==> config.mk <==
export PLATFORM = sky130hd
export DESIGN_NAME = trace_stream_packer
export DESIGN_NICKNAME = d
export VERILOG_FILES = /design/src/rtl/trace_stream_packer.sv
export SDC_FILE = /design/constraint.sdc
export NUM_CORES = 1
export LEC_CHECK = 0
export BUFFER_PORTS_ARGS = -buffer_cell sky130_fd_sc_hd__buf_2
export CORE_MARGIN = 10
export CORE_UTILIZATION = 45
export CTS_CLUSTER_SIZE = 28
export DETAILED_ROUTE_END_ITERATION = 8
export GPL_TIMING_DRIVEN = 1
export PLACE_DENSITY = 0.64
export SLEW_MARGIN = 40
export SYNTH_ARGS = -nofsm -noshare
export SYNTH_HDL_FRONTEND = slang
export SYNTH_SLANG_ARGS = --single-unit
==> constraint.sdc <==
create_clock -name clk -period 11.5 [get_ports clk]
set_input_delay 1.15 -clock clk [delete_from_list [all_inputs] [get_ports clk]]
set_output_delay 1.15 -clock clk [all_outputs]
set_load 0.005 [all_outputs]
==> src/rtl/trace_stream_packer.sv <==
// Buffers instructions kept by trace_filter in a FWFT FIFO and emits them as framed stream items.
// Optional define TRACE_STREAM_PACKER_TIMESTAMP_EN adds a 32-bit cycle timestamp above the gap bit.
module trace_stream_packer #(
   parameter int PC_WIDTH          = 64,
   parameter int FIFO_DEPTH        = 16,
   parameter int PACKET_ITEMS      = 8,
   parameter int OVF_COUNTER_WIDTH = 16,
   localparam int TS_W =
`ifdef TRACE_STREAM_PACKER_TIMESTAMP_EN
      32,
`else
      0,
`endif
   localparam int DATA_W = 1 + PC_WIDTH + 32 + TS_W,
   localparam int LVL_W  = $clog2(FIFO_DEPTH) + 1
) (
   input  logic                         clk,
   input  logic                         rst,
   input  logic                         pc_valid,
   input  logic                         drop_instr,
   input  logic [PC_WIDTH-1:0]          pc,
   input  logic [31:0]                  instr,
   output logic                         m_tvalid,
   input  logic                         m_tready,
   output logic [DATA_W-1:0]            m_tdata,
   output logic                         m_tlast,
   output logic [LVL_W-1:0]             fifo_level,
   output logic [OVF_COUNTER_WIDTH-1:0] overflow_count,
   output logic                         overflow_sticky
);

   localparam int PTR_W = $clog2(FIFO_DEPTH);
   localparam int PKT_W = (PACKET_ITEMS > 1) ? $clog2(PACKET_ITEMS) : 1;
   localparam logic [LVL_W-1:0] FULL_LEVEL = LVL_W'(FIFO_DEPTH);
   localparam logic [PKT_W-1:0] LAST_PKT   = PKT_W'(PACKET_ITEMS - 1);

   logic [DATA_W-1:0] mem [FIFO_DEPTH];
   logic [PTR_W-1:0]  wr_ptr;
   logic [PTR_W-1:0]  rd_ptr;
   logic [LVL_W-1:0]  level;
   logic [PKT_W-1:0]  pkt_cnt;
   logic              gap_pending;
   logic              push_req;
   logic              pop;
   logic              full;
   logic              push_ok;
   logic              overflow;
   logic [DATA_W-1:0] item;

   assign push_req = pc_valid & ~drop_instr;
   assign m_tvalid = (level != '0);
   assign pop      = m_tvalid & m_tready;
   assign full     = (level == FULL_LEVEL);
   // A full FIFO still accepts a push when the head leaves on the same edge.
   assign push_ok  = push_req & (~full | pop);
   assign overflow = push_req & full & ~pop;

`ifdef TRACE_STREAM_PACKER_TIMESTAMP_EN
   logic [31:0] ts_cnt;

   always_ff @(posedge clk or posedge rst) begin
      if (rst) ts_cnt <= '0;
      else     ts_cnt <= ts_cnt + 32'd1;
   end

   assign item = {ts_cnt, gap_pending, pc, instr};
`else
   assign item = {gap_pending, pc, instr};
`endif

   // Head is forced to zero while empty so stale storage never shows on the bus.
   assign m_tdata    = m_tvalid ? mem[rd_ptr] : '0;
   assign m_tlast    = m_tvalid & (pkt_cnt == LAST_PKT);
   assign fifo_level = level;

   // NOTE: storage has no reset; level gates visibility, so clearing the array buys nothing.
   always_ff @(posedge clk) begin
      if (push_ok) mem[wr_ptr] <= item;
   end

   // NOTE: all state uses non-blocking assignments so every register samples pre-edge values.
   always_ff @(posedge clk or posedge rst) begin
      if (rst) begin
         wr_ptr          <= '0;
         rd_ptr          <= '0;
         level           <= '0;
         pkt_cnt         <= '0;
         gap_pending     <= 1'b0;
         overflow_count  <= '0;
         overflow_sticky <= 1'b0;
      end else begin
         if (push_ok) wr_ptr <= wr_ptr + PTR_W'(1);
         if (pop)     rd_ptr <= rd_ptr + PTR_W'(1);

         if (push_ok & ~pop)      level <= level + LVL_W'(1);
         else if (~push_ok & pop) level <= level - LVL_W'(1);

         if (pop) pkt_cnt <= (pkt_cnt == LAST_PKT) ? '0 : pkt_cnt + PKT_W'(1);

         if (overflow) begin
            gap_pending     <= 1'b1;
            overflow_sticky <= 1'b1;
            if (overflow_count != '1) overflow_count <= overflow_count + OVF_COUNTER_WIDTH'(1);
         end else if (push_ok) begin
            gap_pending <= 1'b0;
         end
      end
   end

endmodule

==> impl_metrics.json, run 1 <==
{
  "status": "completed",
  "clk_latency_ns": 0.79,
  "synthesis.nets": 2653,
  "number_of_global_route_vias_before_repair": 29400,
  "row_count": 134,
  "final_worst_path_cycle_share_pct": 47.2,
  "power.net_switching_uw": 4740,
  "synth_area_in_compound_gates_pct": 1.53,
  "async_flop_share_pct": 2.14,
  "grtUsageTotal_pct": 18.3,
  "p_int_uw": 11900,
  "area_of_the_multi_input_gates_sq_um": 12800,
  "power-per-cell-area_nw_per_um2": 238,
  "syn_avg_cell_area_sq_um": 23.9,
  "setup_violations": 0,
  "clock_sinks": 1586,
  "global_route_wire_length_before_repair_mm": 202,
  "worst_hold_path_type": "input pin to async pin",
  "vertical_die_dimension_um": 387,
  "irDropWorstVdd_uv": 280,
  "drt_pass1_iterations": 5,
  "power_share_of_the_combinational_group_pct": 28.8,
  "hold_viol": 0,
  "globalRouteOverflowTotal": 0,
  "timing.critical_path.cells": "buf_6 > buf_6 > mux4_2 > mux2_2 > a22o_1 > buf_2",
  "top_level_ports": 222,
  "worst_setup_path_class": "flop to output pin",
  "seq_area_sq_um": 47500,
  "yosys-mux-area-fraction_pct": 18.1,
  "port-buffer-count": 221,
  "wl_per_cell_um": 29.0,
  "cts_setup_buffers": 0,
  "synth_enable_flop_cells": 1552,
  "worst_path_most_repeated_cell": "sky130_fd_sc_hd__buf_6",
  "pwr-share-seq_pct": 41.3,
  "cts.repair.resized": 0,
  "timing.fmax_mhz": 184,
  "num-nets-final": 2960,
  "die_area_sq_um": 150000,
  "static-leakage-power_uw": 0.0223,
  "synth.top_cell.area_share_pct": 76.7,
  "max-slew-margin-rel_pct": 40.4,
  "drt-vias-per-instance": 5.78,
  "design.core.area_sq_um": 134000,
  "yosys.area_share.simple_pct": 0.657,
  "crit_path_max_fanout": 51,
  "flow.area_growth_from_synthesis_pct": 14.7,
  "worst_clock_skew_ns": 0.0185,
  "start_util_pct": 45.4,
  "worst_setup_path_startpoint": "rd_ptr[1]",
  "hold-worst-slack_ns": 0.446,
  "r2r-start": "fifo_level[0]",
  "slew_violations": 0,
  "die_width_um": 387,
  "yosys_warnings": 0,
  "synth-adder-area-share_pct": 0.280,
  "vias": 27400,
  "critPathMaxStageDelay_ns": 0.87,
  "synth_seq_cells": 1586,
  "clock_tree.root_cell": "sky130_fd_sc_hd__clkbuf_16",
  "largest_net_degree_at_the_start_of_global_routing": 93,
  "crit_required_ns": 10.35,
  "postSynth.topFlopCell": "sky130_fd_sc_hd__edfxtp_1",
  "layout.core_utilization_pct": 52.1,
  "count_of_cell_types_in_the_netlist": 38,
  "setup.worst_path.start_class": "flop",
  "switching_power_as_a_share_of_total_power_pct": 28.5,
  "tightest_slew_ns": 0.894,
  "max_cap_violations": 0,
  "netlist_top_cells_area": "sky130_fd_sc_hd__edfxtp_1 77%, sky130_fd_sc_hd__mux4_2 14%, sky130_fd_sc_hd__mux2_2 3.7%",
  "cts.hold.buffers_added": 0,
  "min_cycle_time_layout_ns": 5.43,
  "worst_setup_path_end_kind": "output pin",
  "yosys.area_share.xor_xnor_pct": 0.373,
  "cts_buffer_depth": 3,
  "drt_first_iter_violations": 2638,
  "place.gp.congestion": 0.764,
  "cp_data_arrival_time_ns": 4.28,
  "yosysTopAreaCell": "sky130_fd_sc_hd__edfxtp_1",
  "cts_clock_pin_slew_for_the_worst_setup_and_hold_paths_ns": 0.06,
  "postRouteAntennaNets": 0,
  "synth_top_family_by_area": "multiplexers",
  "tritoncts": "yes",
  "synthesis.instances": 2539,
  "synth_seq_area_share_pct": 78.1,
  "clock_power_share_pct": 29.8,
  "cts_inserted_buffers": 160,
  "cts-htree-levels": 4,
  "grt_setup_unrepaired": "no",
  "layout-drive-gt1-share_pct": 37.2,
  "route.final.wire_length_mm": 138,
  "antenna_found_initial": 27,
  "setup.reg_to_reg.worst_slack_ns": 7.40,
  "drc": 0,
  "dp_hpwl_mm": 69.3,
  "slowest_stage_cell_cp": "sky130_fd_sc_hd__dfrtp_4",
  "timing.setup.tns_ns": 0,
  "synth_area_sq_um": 60800,
  "num-fill-cells": 10200
}
-- kinds of logic after synthesis --
family,after synthesis
simple gates,77
flops,1586
xor+xnor,25
buf+inv,142
compound gates,109
mux,587
fa+ha+maj,13
-- stage by stage --
stage | cells | instance area, sq um | total power [uW] | setup slack (ns)
after floorplan | 2539 | 60800 | 10200 | 2.38
after global placement | 4434 | 64100 | 11700 | 6.30
after detailed placement | 4449 | 64600 | 11900 | 6.50
after CTS | 4737 | 69600 | 16800 | 5.63
after global routing | 4743 | 69700 | 17300 | 5.71
final | 4748 | 69700 | 16600 | 6.07
-- critical path, delay by kind of cell (launching register included) --
family                 cells  cell delay, ns
buffers and inverters      3            1.39
flip-flops                 1            0.87
multiplexers               2            0.86
AO/OA/AOI/OAI              1            0.29
-- power by group through the flow --
stage | Sequential, uW | Clock (uW) | Combinational [uW]
final | 6870 | 4950 | 4790
after global routing | 6900 | 5300 | 5140
after CTS | 6870 | 5070 | 4900
after detailed placement | 6990 | 0 | 4880
after global placement | 7000 | 0 | 4750
after floorplan | 6890 | 0 | 3310
-- worst paths after layout --
| kind | endpoint | cells after the start |
|---|---|---|
| max | m_tdata[42] | 6 |
| min | overflow_count[15] | 3 |
| max reg2reg | mem[8][59] | 7 |
| min reg2reg | overflow_sticky | 1 |
| max in group asynchronous | rd_ptr[3] | 3 |
| min in group clk | overflow_sticky | 1 |
-- metal layers --
metal / routed length [um] / vias to the layer above / global-route usage [%]
met4: 2930 / 22 / 4.87
met5: 132 / - / 0
met3: 9350 / 211 / 4.03
met1: 57400 / 14800 / 25.1
met2: 67800 / 906 / 29.7
li1: - / 11500 / -
-- registers in the layout (all words and copies together), names as in the netlist --
name	count
wr_ptr	4
fifo_level	5
mem	1552
overflow_sticky	1
gap_pending	1
pkt_cnt	3
overflow_count	16
rd_ptr	4
-- cells in the mapped netlist (2+ instances only) --
cell / n
sky130_fd_sc_hd__edfxtp_1: 1552
sky130_fd_sc_hd__nor3_1: 10
sky130_fd_sc_hd__nor2_1: 22
sky130_fd_sc_hd__buf_1: 14
sky130_fd_sc_hd__dfrtp_1: 34
sky130_fd_sc_hd__a21oi_1: 3
sky130_fd_sc_hd__nand4_1: 2
sky130_fd_sc_hd__nor2b_1: 2
sky130_fd_sc_hd__buf_2: 46
sky130_fd_sc_hd__mux2_2: 199
sky130_fd_sc_hd__nand3_1: 7
sky130_fd_sc_hd__nand2b_1: 4
sky130_fd_sc_hd__ha_1: 12
sky130_fd_sc_hd__nand2_1: 17
sky130_fd_sc_hd__a22o_1: 97
sky130_fd_sc_hd__a21o_1: 3
sky130_fd_sc_hd__xor2_1: 12
sky130_fd_sc_hd__or3_1: 2
sky130_fd_sc_hd__inv_1: 7
sky130_fd_sc_hd__and4_1: 2
sky130_fd_sc_hd__mux4_2: 388
sky130_fd_sc_hd__xnor2_1: 12
sky130_fd_sc_hd__clkbuf_1: 74
sky130_fd_sc_hd__o21ai_0: 4
-- area by class of cell --
| cell class | count | share of cell area, % |
|---|---|---|
| repair buffers | 280 | 2.99 |
| diodes | 8 | 0.0287 |
| clock inverters | 93 | 1.24 |
| well taps | 1768 | 3.18 |
| clock buffers | 195 | 5.97 |
| multi-input cells | 811 | 18.4 |
| flip-flops and latches | 1586 | 68.1 |
| inverters | 7 | 0.0377 |
-- placed cells by master, fill, tap and decap left out, types with 9 or more instances in the layout --
| cell type | count |
|---|---|
| sky130_fd_sc_hd__clkbuf_16 | 161 |
| sky130_fd_sc_hd__ha_1 | 12 |
| sky130_fd_sc_hd__xor2_1 | 12 |
| sky130_fd_sc_hd__nor2_1 | 9 |
| sky130_fd_sc_hd__buf_2 | 221 |
| sky130_fd_sc_hd__buf_12 | 17 |
| sky130_fd_sc_hd__clkbuf_1 | 34 |
| sky130_fd_sc_hd__edfxtp_1 | 1552 |
| sky130_fd_sc_hd__nor2_4 | 13 |
| sky130_fd_sc_hd__mux2_2 | 199 |
| sky130_fd_sc_hd__buf_4 | 13 |
| sky130_fd_sc_hd__buf_16 | 13 |
| sky130_fd_sc_hd__xnor2_1 | 12 |
| sky130_fd_sc_hd__bufinv_16 | 10 |
| sky130_fd_sc_hd__buf_6 | 16 |
| sky130_fd_sc_hd__mux4_2 | 388 |
| sky130_fd_sc_hd__clkinv_2 | 21 |
| sky130_fd_sc_hd__clkinv_1 | 44 |
| sky130_fd_sc_hd__a22o_1 | 97 |
| sky130_fd_sc_hd__dfrtp_1 | 31 |
| sky130_fd_sc_hd__nand2_1 | 17 |
(Power assumes the default switching activity.)
==> run 2, diff against run 1 <==
Clock period 11.5 ns to 5.5 ns, I/O delays scaled along.
==> run 2 against run 1 <==
  * Sequential share of layout area down 0.34 points
  * Via count increased by 1.0%
  * Worst hold slack got worse by 0.37 ns
  * Sequential power up 110%
  * First-iteration DRC count is 5.6% lower
  * Die area stayed put
  * Cell count up 0.44%
  * Sequential cell count did not move
  * Largest cell class unchanged
==> impl_metrics.json, run 2 (synthesis results as in run 1) <==
{
  "dp_hpwl_mm": 72.3,
  "globalRouteOverflowTotal": 0,
  "grtUsageTotal_pct": 18.2,
  "die_width_um": 387,
  "number_of_instances_on_the_worst_hold_path": 3,
  "route.final.wire_length_mm": 138,
  "power-per-cell-area_nw_per_um2": 503,
  "worst_path_most_repeated_cell": "sky130_fd_sc_hd__buf_12",
  "top_level_ports": 222,
  "setup_violations": 0,
  "cts_inserted_buffers": 163,
  "timing.fmax_mhz": 236,
  "hold_viol": 0,
  "clock_sinks": 1586,
  "antenna_found_initial": 31,
  "cts_clock_pin_slew_for_the_worst_setup_and_hold_paths_ns": 0.06,
  "num-nets-final": 2977,
  "final_worst_path_cycle_share_pct": 76.9,
  "vias": 27700,
  "worst_clock_skew_ns": 0.0297,
  "clock_tree.root_cell": "sky130_fd_sc_hd__clkbuf_16",
  "clk_latency_ns": 0.79,
  "worst_setup_path_class": "flop to output pin",
  "cp_data_arrival_time_ns": 3.68,
  "drt_pass1_iterations": 5,
  "slowest_stage_cell_cp": "sky130_fd_sc_hd__dfrtp_4",
  "timing.setup.tns_ns": 0,
  "slew_violations": 0,
  "largest_net_degree_at_the_start_of_global_routing": 98,
  "flow.area_growth_from_synthesis_pct": 15.2,
  "cts_buffer_depth": 3,
  "static-leakage-power_uw": 0.0224,
  "layout_setup_ws_ns": 1.27,
  "drc": 0,
  "place.gp.congestion": 0.755,
  "final_cell_mix": "1,552 x sky130_fd_sc_hd__edfxtp_1, 388 x sky130_fd_sc_hd__mux4_2, 221 x sky130_fd_sc_hd__buf_2",
  "die_area_sq_um": 150000,
  "final_common_cell": "sky130_fd_sc_hd__edfxtp_1",
  "setup.reg_to_reg.worst_slack_ns": 2.20,
  "crit_required_ns": 4.95,
  "drt-vias-per-instance": 5.81,
  "drt_first_iter_violations": 2491,
  "postRouteAntennaNets": 0,
  "vertical_die_dimension_um": 387,
  "max-slew-margin-rel_pct": 43.4,
  "crit_path_max_fanout": 32,
  "layout-drive-gt1-share_pct": 37.8,
  "row_count": 134,
  "global_route_wire_length_before_repair_mm": 202,
  "reg2reg_depth": 6,
  "worst_hold_path_type": "input pin to flop",
  "wl_per_cell_um": 28.8,
  "setup.worst_path.start_class": "flop",
  "tightest_slew_ns": 0.849,
  "largest_register_ff_count": 1552,
  "cts-htree-levels": 4,
  "critPathMaxStageDelay_ns": 0.91,
  "max_cap_violations": 0,
  "worst_setup_path_end_kind": "output pin",
  "top_register": "mem",
  "grt_setup_unrepaired": "no",
  "detailedPlace.worstSlack_ns": 2.00,
  "number_of_global_route_vias_before_repair": 29600,
  "timing.critical_path.cells": "buf_12 > buf_12 > mux4_2 > mux2_2 > a22o_1 > buf_2",
  "status": "completed",
  "port-buffer-count": 221,
  "design.core.area_sq_um": 134000,
  "irDropWorstVdd_uv": 433,
  "min_cycle_time_layout_ns": 4.23,
  "cts.repair.resized": 0,
  "start_util_pct": 45.4,
  "tritoncts": "yes"
}
## run 2: changes by cell type in the layout (fill, tap and decap cells not counted), moves of 4 or more
cell / previous run / this run
sky130_fd_sc_hd__buf_12: 17 / 38
sky130_fd_sc_hd__buf_16: 13 / 3
sky130_fd_sc_hd__buf_4: 13 / 30
sky130_fd_sc_hd__buf_6: 16 / 1
sky130_fd_sc_hd__bufinv_16: 10 / 14
sky130_fd_sc_hd__clkbuf_1: 34 / 38
sky130_fd_sc_hd__clkinv_1: 44 / 35
sky130_fd_sc_hd__clkinv_8: 8 / 3
sky130_fd_sc_hd__clkinvlp_4: 1 / 10
sky130_fd_sc_hd__nor3_2: 4 / 0
sky130_fd_sc_hd__nor3_4: 0 / 4
## run 2: path summary, 6_finish.rpt
check                                startpoint                  to
worst max-delay path                  rd_ptr[1]         m_tdata[11]
worst min-delay path                   m_tready           rd_ptr[2]
worst max register to register    fifo_level[0]          mem[7][28]
worst min register to register  overflow_sticky     overflow_sticky
max in group asynchronous                   rst           rd_ptr[2]
min in group asynchronous                   rst  overflow_count[11]
## run 2: stage by stage
step           total power [uW]  cells  utilization (%)  cell area (sq um)  hold slack [ns]
4_1_cts                   35700   4763             52.3              70000          0.00613
2_1_floorplan             21300   2539                -              60800            0.459
6_report                  35200   4769             52.3              70000           0.0732
3_5_place_dp              24900   4465             48.4              64800            0.458
3_3_place_gp              24700   4461             48.3              64600            0.461
5_1_grt                   36700   4764             52.3              70000           0.0577
## run 2: what timing repair did
item | in CTS | in global routing
buffers inserted | 0 | 0
hold buffers | 1 | 0
endpoints found under the hold margin | 34 | 0
## run 2: power by group
group          leakage, uW  switching, uW  internal, uW
Clock              0.00252           4550          6190
Sequential          0.0144            406         13900
Combinational      0.00550           5050          5070
## run 2: worst max-delay path, delay by kind of cell (launching register included)
kind	cells	cell delay (ns)
DFF	1	0.91
muxes	2	0.81
buffers and inverters	3	0.78
AOI/OAI and AO/OA	1	0.31
## run 2: metal layers
| metal | wire, um | track usage (%) |
|---|---|---|
| met4 | 2560 | 4.54 |
| met3 | 10800 | 4.97 |
| met5 | 211 | 0 |
| met1 | 55900 | 24.3 |
| met2 | 68100 | 29.7 |
## run 2: layout make-up
class | instances | area [sq um]
flip-flops and latches | 1586 | 47500
diodes | 6 | 15.0
fillers | 10200 | 63800
clock buffers | 202 | 4250
well taps | 1768 | 2210
clock inverters | 95 | 986
multi-input cells | 811 | 12900
repair buffers | 294 | 2200
inverters | 7 | 26.3
==> run 3, diff against run 2 <==
Settings changed: PLACE_DENSITY 0.64 to 0.66.
Clock period 5.5 ns to 3.7 ns, I/O delays scaled along.
==> run 3 against run 2 <==
  * Count of clock-buffer cells in the layout down 2
  * Clock power grew 41%
  * Worst hold slack better by 0.037 ns
  * First-iteration DRC count up 15%
  * Setup slack got worse by 1.2 ns
  * Sequential power grew 48%
  * Sequential share of layout area down 1.2 points
  * Cell count rose by 2.3%
  * Via count up 1.3%
  * Non-clock buffer count is 131 higher
  * Largest cell class unchanged
==> impl_metrics.json, run 3 (synthesis results as in run 1) <==
{
  "status": "completed",
  "tritoncts": "yes",
  "vertical_die_dimension_um": 387,
  "drt_first_iter_violations": 2860,
  "number_of_global_route_vias_before_repair": 30200,
  "cts_buffer_depth": 3,
  "hold-worst-slack_ns": 0.111,
  "r2r-start": "fifo_level[3]",
  "slew_violations": 0,
  "timing.setup.tns_ns": 0,
  "setup.worst_path.start_class": "flop",
  "row_count": 134,
  "clock_tree.root_cell": "sky130_fd_sc_hd__clkbuf_16",
  "power.net_switching_uw": 15100,
  "globalRouteOverflowTotal": 0,
  "final_common_cell": "sky130_fd_sc_hd__edfxtp_1",
  "pwr-share-seq_pct": 40.6,
  "grtUsageTotal_pct": 18.3,
  "dp_hpwl_mm": 71.8,
  "drt-vias-per-instance": 5.75,
  "flow.area_growth_from_synthesis_pct": 17.3,
  "irDropWorstVdd_uv": 675,
  "antenna_found_initial": 13,
  "cts_clock_pin_slew_for_the_worst_setup_and_hold_paths_ns": 0.06,
  "grt_setup_unrepaired": "yes",
  "layout-drive-gt1-share_pct": 37.0,
  "power_share_of_the_combinational_group_pct": 30.4,
  "layout_setup_ws_ns": 0.0844,
  "r2r-end": "fifo_level[4]",
  "hold_end": "wr_ptr[0]",
  "num-fill-cells": 9991,
  "worst_setup_path_class": "flop to output pin",
  "max_cap_violations": 0,
  "setup_violations": 0,
  "worst_hold_path_type": "input pin to flop",
  "die_area_sq_um": 150000,
  "worst_clock_skew_ns": 0.0240,
  "num-nets-final": 3103,
  "crit_path_max_fanout": 97,
  "min_cycle_time_layout_ns": 3.62,
  "die_width_um": 387,
  "largest_net_degree_at_the_start_of_global_routing": 98,
  "route.final.wire_length_mm": 138,
  "cp_data_arrival_time_ns": 3.25,
  "largest_register_ff_count": 1552,
  "clk_latency_ns": 0.79,
  "hold_viol": 0,
  "clock_power_share_pct": 29.0,
  "detailedPlace.worstSlack_ns": 0.653,
  "switching_power_as_a_share_of_total_power_pct": 28.8,
  "timing.fmax_mhz": 277,
  "place.gp.congestion": 0.769,
  "global_route_wire_length_before_repair_mm": 204,
  "final_worst_path_cycle_share_pct": 97.7,
  "drc": 0,
  "final_cell_mix": "1,552 x sky130_fd_sc_hd__edfxtp_1, 388 x sky130_fd_sc_hd__mux4_2, 221 x sky130_fd_sc_hd__buf_2",
  "cts-htree-levels": 4,
  "postRouteAntennaNets": 0,
  "top_level_ports": 222,
  "p_int_uw": 37200,
  "place_area_sq_um": 65200,
  "top_register": "mem",
  "port-buffer-count": 221,
  "start_util_pct": 45.4,
  "setup.reg_to_reg.worst_slack_ns": 0.62,
  "worst_setup_path_end_kind": "output pin",
  "hold_path.startpoint": "drop_instr",
  "design.core.area_sq_um": 134000,
  "crit_required_ns": 3.33,
  "static-leakage-power_uw": 0.0230,
  "total_power_uw": 52200,
  "max-slew-margin-rel_pct": 42.4,
  "tightest_slew_ns": 0.864,
  "reg2reg_depth": 10,
  "wl_per_cell_um": 28.3,
  "power-per-cell-area_nw_per_um2": 733,
  "cts_inserted_buffers": 158,
  "clock_sinks": 1586,
  "vias": 28100,
  "number_of_instances_on_the_worst_hold_path": 4,
  "drt_pass1_iterations": 5,
  "design_area_sq_um": 71300
}
## run 3: metal layers
layer  vias to the layer above  share of wire [%]  track usage [%]
met4                        14                1.7             4.53
met5                         -              0.061                0
met3                       180                6.4             3.68
met1                     15100                 42             25.3
met2                       956                 50             29.8
li1                      11800                  -                -
## run 3: final cells by class
class                           instances  area, sq um  share of cell area, %
Clock buffer                          200         4110                   5.77
Inverter                                7         26.3                 0.0369
Clock inverter                         79          810                   1.14
Antenna cell                            3         7.51                 0.0105
Tap cell                             1768         2210                   3.10
Multi-Input combinational cell        811        12900                   18.1
Timing Repair Buffer                  425         3770                   5.28
Sequential cell                      1586        47500                   66.6
## run 3: power groups by stage
stage,clock network [uW],registers [uW],logic [uW]
2_1_floorplan,0,21300,10300
3_3_place_gp,0,21600,15600
3_5_place_dp,0,21600,15800
4_1_cts,15500,21200,16200
5_1_grt,16200,21300,17000
6_report,15100,21200,15900
## run 3: worst max-delay path, stage by stage (launching register included)
cell	delay [ns]
sky130_fd_sc_hd__dfrtp_1	0.43
sky130_fd_sc_hd__or4_4	0.63
sky130_fd_sc_hd__nor2_2	0.30
sky130_fd_sc_hd__nor2b_4	0.08
sky130_fd_sc_hd__buf_12	0.28
sky130_fd_sc_hd__a22o_1	0.44
sky130_fd_sc_hd__buf_2	0.18
## run 3: repair_timing
item | CTS | global route
cloned | 0 | 1
pin swaps | 0 | 0
hold buffers | 100 | 0
hold endpoints to repair | 1574 | 0
endpoints found under the setup margin | 52 | 9
resized for setup | 2 | 5
setup buffers | 6 | 0
## run 3: through the flow
stage                     instances  utilization, %
after floorplan                2539               -
after global placement         4484            48.7
after detailed placement       4490            48.8
after CTS                      4875            53.2
after global routing           4876            53.3
final                          4879            53.3
## run 3: worst max-delay path by stage
stage,from,end,slack (ns),cells after the start
3_5_place_dp,fifo_level[3],fifo_level[4],0.65,10
2_1_floorplan,fifo_level[0],mem[12][0],-0.43,6
3_3_place_gp,fifo_level[3],fifo_level[4],0.63,10
4_1_cts,fifo_level[3],m_tdata[0],0.04,6
6_report,fifo_level[3],m_tdata[4],0.08,6
5_1_grt,rd_ptr[1],m_tdata[79],-0.004,7
